<file path="config.mk">
export PLATFORM = sky130hd
export DESIGN_NAME = hazard_unit
export DESIGN_NICKNAME = d
export VERILOG_FILES = /design/src/rtl/riscv_pkg.sv /design/src/rtl/hazard_unit.sv
export SDC_FILE = /design/constraint.sdc
export NUM_CORES = 1
export LEC_CHECK = 0
export CELL_PAD_IN_SITES_DETAIL_PLACEMENT = 1
export CELL_PAD_IN_SITES_GLOBAL_PLACEMENT = 2
export CORE_ASPECT_RATIO = 1.1
export CORE_MARGIN = 4
export CORE_UTILIZATION = 30
export CTS_CLUSTER_DIAMETER = 30
export DETAILED_ROUTE_END_ITERATION = 12
export PLACE_DENSITY_LB_ADDON = 0.1
export SLEW_MARGIN = 20
export SYNTH_ARGS = -nofsm -noshare
export SYNTH_HDL_FRONTEND = slang
export SYNTH_SLANG_ARGS = --single-unit
</file>
<file path="constraint.sdc">
create_clock -name clk -period 4.3 [get_ports clk]
set_input_delay 0.645 -clock clk [delete_from_list [all_inputs] [get_ports clk]]
set_output_delay 0.645 -clock clk [all_outputs]
set_load 0.05 [all_outputs]
</file>
<file path="src/rtl/riscv_pkg.sv">
// Shared core definitions used by the pipeline hazard logic.
package riscv_pkg;
  localparam int REG_ADDR_WIDTH = 5;
  localparam int MULDIV_LATENCY_DEFAULT = 8;

  typedef enum logic [0:0] {HZ_RUN, HZ_MD_BUSY} hz_state_e;
endpackage

</file>
<file path="src/rtl/hazard_unit.sv">
// Stall/flush controller for hazards forwarding cannot cover: load-use,
// multi-cycle MUL/DIV occupancy of EX, and EX-resolved control redirects.
module hazard_unit
  import riscv_pkg::*;
#(
  parameter int MULDIV_LATENCY = MULDIV_LATENCY_DEFAULT,
  parameter int PERF_WIDTH     = 32
) (
  input  logic                      clk,
  input  logic                      rst,
  input  logic [REG_ADDR_WIDTH-1:0] id_rs1_addr,
  input  logic [REG_ADDR_WIDTH-1:0] id_rs2_addr,
  input  logic                      id_rs1_used,
  input  logic                      id_rs2_used,
  input  logic [REG_ADDR_WIDTH-1:0] id_ex_rd_addr,
  input  logic                      id_ex_reg_wr,
  input  logic                      id_ex_mem_rd,
  input  logic                      id_ex_muldiv,
  input  logic                      ex_redirect,
  output logic                      pc_en,
  output logic                      if_id_en,
  output logic                      id_ex_en,
  output logic                      if_id_flush,
  output logic                      id_ex_flush,
  output logic                      ex_mem_bubble,
  output logic                      muldiv_busy,
  output logic [PERF_WIDTH-1:0]     stall_cycles
);
  localparam int CNT_W = (MULDIV_LATENCY > 2) ? $clog2(MULDIV_LATENCY) : 1;
  localparam logic [CNT_W-1:0] CNT_INIT = CNT_W'(MULDIV_LATENCY - 2);

  hz_state_e        state;
  logic [CNT_W-1:0] md_cnt;
  logic             load_use;

  assign load_use = id_ex_mem_rd & id_ex_reg_wr & (id_ex_rd_addr != '0) &
                    ((id_rs1_used & (id_rs1_addr == id_ex_rd_addr)) |
                     (id_rs2_used & (id_rs2_addr == id_ex_rd_addr)));

  assign muldiv_busy = (state == HZ_MD_BUSY);

  always_comb begin
    pc_en         = 1'b1;
    if_id_en      = 1'b1;
    id_ex_en      = 1'b1;
    if_id_flush   = 1'b0;
    id_ex_flush   = 1'b0;
    ex_mem_bubble = 1'b0;
    if (!rst) begin
      unique case (state)
        HZ_RUN: begin
          if (id_ex_muldiv) begin
            pc_en         = 1'b0;
            if_id_en      = 1'b0;
            id_ex_en      = 1'b0;
            ex_mem_bubble = 1'b1;
          end else if (ex_redirect) begin
            // The ID instruction is squashed, so any load-use on it is moot.
            if_id_flush = 1'b1;
            id_ex_flush = 1'b1;
          end else if (load_use) begin
            pc_en       = 1'b0;
            if_id_en    = 1'b0;
            id_ex_flush = 1'b1;
          end
        end
        HZ_MD_BUSY: begin
          // md_cnt == 0 is the release cycle: the op moves on to MEM.
          if (md_cnt != '0) begin
            pc_en         = 1'b0;
            if_id_en      = 1'b0;
            id_ex_en      = 1'b0;
            ex_mem_bubble = 1'b1;
          end
        end
        default: ;
      endcase
    end
  end

  always_ff @(posedge clk or posedge rst) begin
    if (rst) begin
      state        <= HZ_RUN;
      md_cnt       <= '0;
      stall_cycles <= '0;
    end else begin
      if (!pc_en) stall_cycles <= stall_cycles + 1'b1;
      unique case (state)
        HZ_RUN: begin
          if (id_ex_muldiv) begin
            state  <= HZ_MD_BUSY;
            md_cnt <= CNT_INIT;
          end
        end
        HZ_MD_BUSY: begin
          if (md_cnt == '0) state <= HZ_RUN;
          else              md_cnt <= md_cnt - 1'b1;
        end
        default: state <= HZ_RUN;
      endcase
    end
  end

  a_no_redirect_when_busy: assert property (@(posedge clk) disable iff (rst)
    !(muldiv_busy && ex_redirect));
  a_flush_pair: assert property (@(posedge clk) disable iff (rst)
    if_id_flush |-> id_ex_flush);

endmodule
</file>
### Yosys cells after proc, flatten, opt, wreduce, memory -nomap -nowiden

Index checks and enable logic that the tools add are counted.

| operators by class | value |
|---|---|
| add/sub/neg operators | 2 |
| equal/unequal tests | 4 |
| multiplexer cells | 27 |
| bitwise gates (word level) | 7 |
| reductions and logical operators | 4 |

Operator list:

| cell | number |
|---|---|
| adder 32 x 1 -> 32 bit (second input constant) | 1 |
| two-way mux 1 bit | 20 |
| == test 5 bit | 2 |
| one-hot mux 1 bit (2 select lines) | 4 |
| two-way mux 3 bit | 2 |
| one-hot mux 3 bit (2 select lines) | 1 |
| bitwise AND 1 bit | 5 |
| nonzero test 5 bit | 1 |
| != test 2 bit (second input constant) | 2 |
| logical NOT 3 bit | 1 |
| nonzero test 3 bit | 1 |
| subtractor 3 x 1 -> 3 bit (second input constant) | 1 |
| AND reduction 2 bit | 1 |
| NOT 1 bit | 1 |
| bitwise OR 1 bit | 1 |

| storage, ports and cells | value |
|---|---|
| register bits | 36 |
| input port bits | 23 |
| output and inout port bits | 39 |

### Longest topological paths before layout

Gate-level depths: netlist of the first run.

| logic depth | value |
|---|---|
| depth after elaboration | 9 |
| mapped depth | 10 |

### Worst setup path after synthesis of the first run

OpenSTA, ideal clock, no wires.

| timing | value |
|---|---|
| path type | in2out |
| start point | in id_ex_rd_addr[1] |
| end point | out id_ex_flush |
| arrival | 2,635 ps |
| slack | 1,020 ps |
| cell stages on the path | 5 |
| buffers on the path | 0 |
| cells stage by stage | xnor2_1 nand4_1 o22ai_1 a21oi_1 nor4_1 |

| between the ends | value |
|---|---|
| cells in the longest elaborated chain, start to end | 9 |
| elaborated cells on any way between the ends | 13 |
| classes of those cells | eq/ne (2); mux (5); bitwise (5); reduce/logical (1) |

Ends and longest elaborated chain:

| what | RTL line | source |
|---|---|---|
| start, declared | hazard_unit.sv:15 | `input logic [REG_ADDR_WIDTH-1:0] id_ex_rd_addr,` |
| == test 5 bit, on equally long branches | hazard_unit.sv:37, hazard_unit.sv:38 |  |
| bitwise AND 1 bit, on equally long branches | hazard_unit.sv:37, hazard_unit.sv:38 |  |
| bitwise OR 1 bit | hazard_unit.sv:37 | `((id_rs1_used & (id_rs1_addr == id_ex_rd_addr)) \|` |
| bitwise AND 1 bit (*) | hazard_unit.sv:36 | `assign load_use = id_ex_mem_rd & id_ex_reg_wr & (id_ex_rd_addr != '0) &` |
| two-way mux 1 bit (*) | hazard_unit.sv:61 | `end else if (load_use) begin` |
| two-way mux 1 bit (*) | hazard_unit.sv:57 | `end else if (ex_redirect) begin` |
| two-way mux 1 bit (*) | hazard_unit.sv:52 | `if (id_ex_muldiv) begin` |
| two-way mux 1 bit (*) | hazard_unit.sv:50 | `unique case (state)` |
| two-way mux 1 bit (*) | hazard_unit.sv:49 | `if (!rst) begin` |
| end, declared | hazard_unit.sv:24 | `output logic id_ex_flush,` |

Every way passes the cells marked *; elsewhere a longest branch is shown, timed or not.

### Worst setup path after layout of the first run

| timing | value |
|---|---|
| start point | in id_ex_rd_addr[0] |
| end point | out if_id_en |

| between the ends | value |
|---|---|
| cells in the longest elaborated chain, start to end | 9 |
| elaborated cells on any way between the ends | 13 |
| classes of those cells | eq/ne (2); mux (5); bitwise (5); reduce/logical (1) |

Ends and longest elaborated chain:

| what | RTL line | source |
|---|---|---|
| == test 5 bit, on equally long branches | hazard_unit.sv:37, hazard_unit.sv:38 |  |
| bitwise AND 1 bit, on equally long branches | hazard_unit.sv:37, hazard_unit.sv:38 |  |
| bitwise OR 1 bit | hazard_unit.sv:37 |  |
| bitwise AND 1 bit (*) | hazard_unit.sv:36 |  |
| two-way mux 1 bit (*) | hazard_unit.sv:61 |  |
| two-way mux 1 bit (*) | hazard_unit.sv:57 |  |
| two-way mux 1 bit (*) | hazard_unit.sv:52 |  |
| one-hot mux 1 bit (2 select lines) (*) | hazard_unit.sv:50 |  |
| two-way mux 1 bit (*) | hazard_unit.sv:49 |  |
| end, declared | hazard_unit.sv:21 | `output logic if_id_en,` |

Marks and branches as above.

==> summary.txt, run 1 <==
Crit path DAT: 3170 ps
Routed wire length per instance: 14.77 um
Bufs on Longest Clock Path: 2
Status: finished clean
CP startpoint kind: input pin
Worst Tran Pin Value: 565.5 ps
Flops & latches, synth: 36
CP max stage cell: clkdlybuf4s50_1
P_int: 0.7065 mW
Post-Layout Cell Count: 334
Leak: 1.183 nW
Slew HR: 62.22%
Placed cell count: 327
Mapped Nets: 217
# Post-CTS Setup Buffers: 0
Most common cell after layout, fill and taps aside: clkdlybuf4s50_1
Delay-heaviest family, CP: buffers and inverters
Total gr overflow: 0
Nets: 280
Design Area, Final: 2714 um2
IO Pins: 62
Core area: 6269 um2
Crit Path Class: in -> out
CP required: 3650 ps
Routed met3 length: 385 um
Post-detailed-route count of antenna-violating nets: 0
Layout area overhead: 38.24%
Final Setup Violations: 0
Design Power: 1.272 mW
CTS tree: built
Final min period: 3813 ps
Post-Synthesis Cells: 191
Setup TNS: 0 ps
Via count: 1603
Worst IR Drop VDD: 0.2704 mV
Post-cts resize count: 0
PD cells: 468.8 nW/um2
# hold bufs at CTS: 0
CP max FO: 28
Worst-path clk slew: 80 ps
Post-synthesis cell type count: 36
Initial core utilization: 31.32%
Switching power: 0.5658 mW
Syn Area/Cell: 10.28 um2
Fin. Hold Viols: 0
TritonCTS Buffers: 5
Mapped Area: 1963 um2
Clock Skew: 10.87 ps
Peak per-stage delay on the critical path: 840 ps
Die Width: 85.13 um
Setup crit end kind: output pin
Ant. Diodes: 0
Chip Height: 92.84 um
Die area: 7903 um2
YS warnings: 0
Seq/Total Area, Yosys: 45.89%
Sequential power share: 37.3%
DRC: 0
Sw Share: 44.47%
Most used cell along the critical path: clkdlybuf4s50_1
Filler instances: 719
Final wirelength: 4932 um
Highest Signal Layer: met4
Sink Count: 36
Met2 WL: 2377 um
Clock share of power: 18.0%
Number of H-tree levels: 2
Vias in the first global route: 1778
RSZ-0062 raised after global routing: no
Final Max Tran Viols: 0
Crit share post-route: 88.67%
Initial antenna violation count: 0
GRT Util Overall: 13.30%
First-pass GRT wire length: 8611 um
Comb power frac: 44.7%
DR vias/cell: 4.799
Critical path cell sequence: clkdlybuf4s50_1 > or3_1 > o311a_1 > a31o_4 > inv_8 > clkdlybuf4s50_1
First-pass detailed-route iteration total: 4
Max-cap violations: 0
RePlAce Congestion: 0.6887
Most frequent cells in the layout: 61 x clkdlybuf4s50_1, 36 x dfrtp_1, 26 x xor2_1
IO buf count: 61
Largest net degree at the start of global routing: 37
Clk_lat worst skew: 290 ps
Crit path buf inv count: 3
Post-detail-place hpwl: 3750 um
Root buffer cell: clkbuf_8
Placed cell areas: 2636 um2
DRT met1 WL: 2140 um
Rows: 30
Fmax: 262.3 MHz
Layout cells sized above 1: 8.661%
HP Class: reg -> reg
DR iter-0 viols: 59
## stage by stage
step	util (%)	hold WS (ps)	setup WS (ps)
floorplan	-	452.7	1020
global placement	42.06	458.5	487.6
detailed placement	42.06	462.2	472.2
CTS	43.29	475.2	466.0
global route	43.29	515.8	414.8
finish	43.29	472.5	487.2
## power by group through the flow
stage / Combinational (mW) / Clock [mW] / Sequential [mW]
after floorplan: 0.241 / 0 / 0.626
after global placement: 0.569 / 0 / 0.481
after detailed placement: 0.577 / 0 / 0.482
after CTS: 0.578 / 0.236 / 0.476
after global routing: 0.609 / 0.254 / 0.486
final: 0.568 / 0.229 / 0.475
## final timing paths
check	depth (start not counted)	slack, ps	to	start
setup / recovery	6	490	if_id_en	id_ex_rd_addr[0]
hold / removal	1	470	stall_cycles[31]	stall_cycles[31]
setup reg to reg	9	2100	stall_cycles[13]	md_cnt[0]
hold reg to reg	1	470	stall_cycles[31]	stall_cycles[31]
max in group asynchronous	3	3060	stall_cycles[16]	rst
min in group asynchronous	3	900	md_cnt[2]	rst
## cells in the mapped netlist
cell	count	share of area, %
nor4_2	1	0.64
and2_1	2	0.64
o311a_1	1	0.51
nor3_1	10	2.5
nand3_1	7	1.8
buf_2	1	0.25
inv_8	1	0.57
a21oi_1	2	0.51
clkbuf_8	1	0.70
clkbuf_1	1	0.19
nor4_4	2	2.2
nand3_2	1	0.51
nand2_1	19	3.6
nand4_2	1	0.64
nor4_1	3	0.96
xnor2_1	15	6.7
a31oi_1	1	0.32
nor2_1	16	3.1
o22ai_1	1	0.32
nand4_1	11	3.5
xor2_1	26	12
o21ai_0	4	1.0
nor3b_2	1	0.64
buf_4	3	1.1
dfrtp_1	36	46
nor4b_1	2	0.89
or3_1	1	0.32
inv_1	6	1.1
nor3b_1	1	0.38
and4_2	2	1.0
a31o_4	1	0.89
nor3_2	1	0.51
ha_1	3	1.9
and3_2	3	1.1
and3_1	3	0.96
or3_2	1	0.38
## registers in the layout, summed over array words and instances, names as in the netlist
name	cells
md_cnt	3
muldiv_busy	1
stall_cycles	32
## logic make-up after synthesis
group / share of synthesized area (%)
adder cells (fa/ha/maj): 1.912
XOR/XNOR: 18.29
buffers and inverters: 4.015
flip-flops: 45.89
AND/OR/NAND/NOR: 26.32
AO/OA/AOI/OAI: 3.570
## cell type report
| class | instances | area (um2) | area share [%] |
|---|---|---|---|
| multi-input cells | 142 | 983.4 | 36.24 |
| flip-flops and latches | 36 | 900.9 | 33.20 |
| repair buffers | 62 | 618.1 | 22.78 |
| well taps | 80 | 100.1 | 3.688 |
| clock buffers | 6 | 72.57 | 2.674 |
| inverters | 7 | 33.78 | 1.245 |
| clock inverters | 1 | 5.005 | 0.1844 |
## per-layer routing
metal  global-route usage (%)  vias up
li1                         -      779
met2                    22.41       50
met3                    4.359        3
met5                        0        -
met1                    16.53      771
met4                    2.770        0
Power figures use the tool's default switching activity.
==> inputs of run 2 (changes only) <==
--- a/config.mk
+++ b/config.mk
@@ -5,15 +5,16 @@
 export SDC_FILE = /design/constraint.sdc
 export NUM_CORES = 1
 export LEC_CHECK = 0
+export ABC_AREA = 1
 export CELL_PAD_IN_SITES_DETAIL_PLACEMENT = 1
 export CELL_PAD_IN_SITES_GLOBAL_PLACEMENT = 2
 export CORE_ASPECT_RATIO = 1.1
 export CORE_MARGIN = 4
-export CORE_UTILIZATION = 30
+export CORE_UTILIZATION = 28
 export CTS_CLUSTER_DIAMETER = 30
 export DETAILED_ROUTE_END_ITERATION = 12
 export PLACE_DENSITY_LB_ADDON = 0.1
-export SLEW_MARGIN = 20
+export SLEW_MARGIN = 10
 export SYNTH_ARGS = -nofsm -noshare
 export SYNTH_HDL_FRONTEND = slang
 export SYNTH_SLANG_ARGS = --single-unit
==> run 2 against run 1 <==
  * Flip-flop and latch count unchanged
  * Highest routed layer unchanged
  * Hold slack improved by 19 ps
  * Die area grew 41%
  * Global-route usage rose by 3.1 points
==> summary.txt, run 2 <==
Status: finished clean
TritonCTS Buffers: 5
RSZ-0062 raised after global routing: no
Mapped Nets: 444
Multi-input gate area: 1521 um2
Filler instances: 1217
Layout cells sized above 1: 5.637%
Hold WS: 491.6 ps
Initial core utilization: 28.60%
Final Util: 37.04%
Design Area, Final: 3447 um2
Crit path DAT: 2810 ps
Critical R2R Launch: md_cnt[0]
Flops & latches, synth: 36
Bufs on Longest Clock Path: 2
Number of synthesized flops with an enable pin: 0
Fmax: 289.7 MHz
CP Launch Point: id_ex_rd_addr[1]
Routed wire length per instance: 14.38 um
Via count: 2777
CP max FO: 33
Placed cell count: 588
Post-Layout Cell Count: 596
Final min period: 3451 ps
Max-cap violations: 0
Crit Path Class: in -> out
Post-detail-place hpwl: 6684 um
Core area: 9305 um2
CP required: 3650 ps
Crit share post-route: 80.27%
PD cells: 335.4 nW/um2
Synth area leaders: dfrtp_1 34%, nand2_1 25%, nand3_1 8.5%
YS warnings: 0
Nets: 504
Post-synthesis cell type count: 28
DR iter-0 viols: 64
Leak: 1.680 nW
Biggest register: stall_cycles
RePlAce Congestion: 0.8325
Clock Skew: 9.875 ps
Slew HR: 65.78%
Chip Height: 110.3 um
Post-Synthesis Cells: 418
Worst IR Drop VDD: 0.2255 mV
IO buf count: 61
Placed cell areas: 3357 um2
Layout area overhead: 29.53%
Worst Reg2Reg Path Length in Cells: 9
Hold path start: md_cnt[2]
Root buffer cell: clkbuf_8
Syn Area/Cell: 6.367 um2
Synth top area share: 33.85%
Worst-path clk slew: 70 ps
Top_reg_cell synth: dfrtp_1
GRT Util Overall: 16.42%
Worst Tran Pin Value: 511.7 ps
DR vias/cell: 4.659
Seq/Total Area, Yosys: 33.85%
Vias in the first global route: 2924
Sink Count: 36
Worst hold path depth: 1
# Post-CTS Setup Buffers: 0
First-pass GRT wire length: 14620 um
Register area: 900.9 um2
Final Max Tran Viols: 0
Setup TNS: 0 ps
Most frequent cells in the layout: 178 x nand2_1, 57 x clkdlybuf4s50_1, 45 x nand3_1
Largest net degree at the start of global routing: 34
Die area: 11130 um2
Most common cell after layout, fill and taps aside: nand2_1
Max reg flops: 32
# hold bufs at CTS: 0
HP Class: reg -> reg
Final wirelength: 8568 um
Mapped Area: 2661 um2
DRC: 0
Setup crit end kind: output pin
First-pass detailed-route iteration total: 4
CTS tree: built
Rows: 37
Ys async rst share: 100.0%
CP startpoint kind: input pin
Synth cell count leaders: 178 x nand2_1, 45 x nand3_1, 44 x nor2_1, 42 x inv_1, 36 x dfrtp_1
Total gr overflow: 0
Number of H-tree levels: 2
Final Setup Violations: 0
Post-cts resize count: 0
Die Width: 101.0 um
Fin. Hold Viols: 0
Clk_lat worst skew: 290 ps
IO Pins: 62
Ant. Diodes: 0
Top-count cell post-synth: nand2_1
Post-detailed-route count of antenna-violating nets: 0
Synth area leader: dfrtp_1
Initial antenna violation count: 0
==> run 2: changes by cell type in the layout (fill, tap and decap cells not counted), moves of 4 or more <==
cell / before / now
xor2_1: 26 / 12
nand2_1: 19 / 178
nand3b_1: 0 / 8
nand3_1: 7 / 45
buf_4: 1 / 7
nor2_1: 16 / 44
clkdlybuf4s50_1: 61 / 57
nand4_1: 11 / 5
xnor2_1: 15 / 5
inv_1: 6 / 42
==> run 2: worst max-delay path, cell delays in order <==
cell,delay (ps)
clkdlybuf4s50_1,540
inv_2,50
nand2_1,50
nand2_1,40
nor2_1,130
nand3_1,110
nand2_2,110
nand3_4,350
nand2_4,450
inv_1,100
buf_4,200
==> run 2: final cells by class <==
type | count | area share (%)
Timing Repair Buffer | 64 | 18.08
Tap cell | 117 | 4.247
Sequential cell | 36 | 26.13
Multi-Input combinational cell | 327 | 44.14
Inverter | 44 | 4.791
Clock buffer | 8 | 2.613
==> run 2: worst paths after layout <==
path	endpoint	slack, ps
worst max-delay path	if_id_en	850
max in group asynchronous	stall_cycles[13]	3060
worst min-delay path	md_cnt[2]	490
min in group asynchronous	stall_cycles[26]	660
worst min register to register	md_cnt[2]	490
worst max register to register	stall_cycles[19]	2250
==> run 2: metal layers <==
metal	global-route usage, %	part of all wire (%)	up-vias
met3	2.266	2.9	2
met2	27.09	46	40
met4	2.279	0.36	0
met1	23.46	50	1321
met5	0	0	-
li1	-	-	1414
==> run 2: cell families (layout without fill, tap and decap cells) <==
logic type / count (synthesis) / after routing / share of synthesized area [%]
AO/OA/AOI/OAI: 7 / 7 / 1.410
XOR/XNOR: 17 / 17 / 5.595
adder cells (fa/ha/maj): 3 / 3 / 1.411
buffers and inverters: 55 / 116 / 8.980
flip-flops: 36 / 36 / 33.85
AND/OR/NAND/NOR: 300 / 300 / 48.75
==> run 2: per-stage QoR <==
stage,setup slack (ps),power (mW)
4_1_cts,784.7,1.181
3_5_place_dp,775.8,0.9100
2_1_floorplan,388.5,0.7637
6_report,848.5,1.156
5_1_grt,640.1,1.243
3_3_place_gp,853.0,0.8989
==> run 2: where the power goes <==
part           total, mW  internal, mW  leakage, nW  switching [mW]
clock              0.261         0.131       0.0455           0.130
sequential         0.429         0.380        0.486          0.0490
combinational      0.465         0.146         1.15           0.319
total               1.16         0.658         1.68           0.498
==> inputs of run 3 (changes only) <==
--- a/config.mk
+++ b/config.mk
@@ -10,7 +10,7 @@
 export CELL_PAD_IN_SITES_GLOBAL_PLACEMENT = 2
 export CORE_ASPECT_RATIO = 1.1
 export CORE_MARGIN = 4
-export CORE_UTILIZATION = 28
+export CORE_UTILIZATION = 26
 export CTS_CLUSTER_DIAMETER = 30
 export DETAILED_ROUTE_END_ITERATION = 12
 export PLACE_DENSITY_LB_ADDON = 0.1
==> constraint.sdc (replaced) <==
create_clock -name clk -period 3.3 [get_ports clk]
set_input_delay 0.495 -clock clk [delete_from_list [all_inputs] [get_ports clk]]
set_output_delay 0.495 -clock clk [all_outputs]
set_load 0.05 [all_outputs]
==> run 3 against run 2 <==
  * Cell count increased by 0.67%
  * Register-to-register slack got worse by 840 ps
  * Wire length increased by 1.3%
  * Via count decreased by 0.76%
  * Sequential power increased by 31%
  * Worst setup slack improved by 16 ps
  * Combinational power increased by 37%
  * Sequential share of layout area decreased by 0.37 points
  * Power increased by 33%
  * Clock power increased by 30%
==> summary.txt, run 3 (synthesized netlist as in run 2, its figures left out) <==
Initial core utilization: 26.78%
Most common cell after layout, fill and taps aside: nand2_1
Number of H-tree levels: 2
Setup TNS: 0 ps
DR iter-0 viols: 92
Initial antenna violation count: 0
Worst IR Drop VDD: 0.3451 mV
Worst Tran Pin Value: 530.6 ps
Final Max Tran Viols: 0
# hold bufs at CTS: 0
Routed met3 length: 240 um
CP startpoint kind: input pin
Sequential power share: 36.6%
Ant. Diodes: 0
Post-detail-place hpwl: 6797 um
First-pass GRT wire length: 14690 um
IO buf count: 61
Clock share of power: 22.0%
Comb power frac: 41.5%
Met2 WL: 4025 um
CP max FO: 3
Crit Path Class: in -> out
Root buffer cell: clkbuf_8
Die Width: 104.5 um
P_int: 0.8782 mW
Final wirelength: 8681 um
HP Class: reg -> reg
First-pass detailed-route iteration total: 4
Worst Reg2Reg Path Length in Cells: 10
Layout area overhead: 31.41%
DP Worst Slack: 808.7 ps
Fmax: 410.6 MHz
Core area: 9937 um2
Post-cts resize count: 0
Max-cap violations: 0
Layout cells sized above 1: 6.875%
Filler instances: 1287
Rows: 38
Clk_lat worst skew: 290 ps
Chip Height: 114.1 um
Total gr overflow: 0
Die area: 11920 um2
Slew HR: 64.51%
Fin. Hold Viols: 0
DRT met1 WL: 4340 um
Max reg flops: 32
Sw Share: 42.97%
Largest net degree at the start of global routing: 38
Via count: 2756
RSZ-0062 raised after global routing: no
TritonCTS Buffers: 5
Worst-path clk slew: 80 ps
Most frequent cells in the layout: 178 x nand2_1, 55 x clkdlybuf4s50_1, 45 x nand3_1
Sink Count: 36
Crit path DAT: 1940 ps
Clock Skew: 4.028 ps
Status: finished clean
Final Setup Violations: 0
DRC: 0
IO Pins: 62
CTS tree: built
# Post-CTS Setup Buffers: 0
Routed wire length per instance: 14.47 um
Highest Signal Layer: met4
Switching power: 0.6616 mW
GRT Util Overall: 15.13%
Crit share post-route: 73.80%
Biggest register: stall_cycles
Setup crit end kind: output pin
RePlAce Congestion: 0.8139
Final min period: 2436 ps
Setup WS post-layout: 864.4 ps
Worst hold path depth: 1
DR vias/cell: 4.593
Leak: 1.703 nW
Bufs on Longest Clock Path: 2
Nets: 505
Design Power: 1.540 mW
Vias in the first global route: 2838
Post-detailed-route count of antenna-violating nets: 0
PD cells: 440.3 nW/um2
CP required: 2800 ps
## run 3: cell types whose count changed in the layout (fill, tap and decap cells not counted), sizes merged
cell           before  now
buf                 7   10
clkbuf              8    6
clkdlybuf4s50      57   55
clkinv              0    2
clkinvlp            0    1
inv                44   43
## run 3: power groups by stage
stage | clock (mW) | combinational [mW] | sequential, mW
finish | 0.338 | 0.638 | 0.563
global route | 0.372 | 0.702 | 0.575
CTS | 0.357 | 0.650 | 0.564
detailed placement | 0 | 0.648 | 0.572
global placement | 0 | 0.639 | 0.570
floorplan | 0 | 0.318 | 0.677
## run 3: final cells by class
cell class              instances  area [um2]  area share, %
inverters                      44       168.9          4.830
repair buffers                 65       663.1          18.96
flip-flops and latches         36       900.9          25.76
well taps                     120       150.1          4.293
clock buffers                   6       82.58          2.361
multi-input cells             327        1521          43.51
clock inverters                 2       10.01         0.2862
## run 3: routing by layer
layer | track usage, % | up-vias
met5 | 0 | -
met4 | 2.926 | 0
met3 | 2.312 | 6
met2 | 24.76 | 43
met1 | 21.36 | 1298
li1 | - | 1409
## run 3: path summary, 6_finish.rpt
check / startpoint / endpoint / slack, ps
worst max-delay path: id_ex_rd_addr[4] / if_id_en / 860
worst min-delay path: md_cnt[2] / md_cnt[2] / 490
worst max register to register: stall_cycles[0] / stall_cycles[28] / 1410
worst min register to register: md_cnt[2] / md_cnt[2] / 490
max in group asynchronous: rst / stall_cycles[22] / 2250
min in group asynchronous: rst / md_cnt[0] / 690
## run 3: metrics by stage
stage | area, um2 | util (%) | instances | hold WS, ps
final | 3497 | 35.19 | 600 | 487.5
after global routing | 3497 | 35.19 | 600 | 546.0
after detailed placement | 3405 | 34.26 | 592 | 480.0
after CTS | 3497 | 35.19 | 600 | 494.0
after floorplan | 2665 | - | 418 | 451.4
after global placement | 3405 | 34.26 | 592 | 473.9
## run 3: critical path, stage by stage
cell and delay (ps):
clkdlybuf4s50_1 510, inv_1 90, nand2_1 60, nand2_1 50
nor2_1 110, nand3_1 100, nand2_2 110, nand3_4 90
nand2_4 70, inv_1 90, buf_12 160
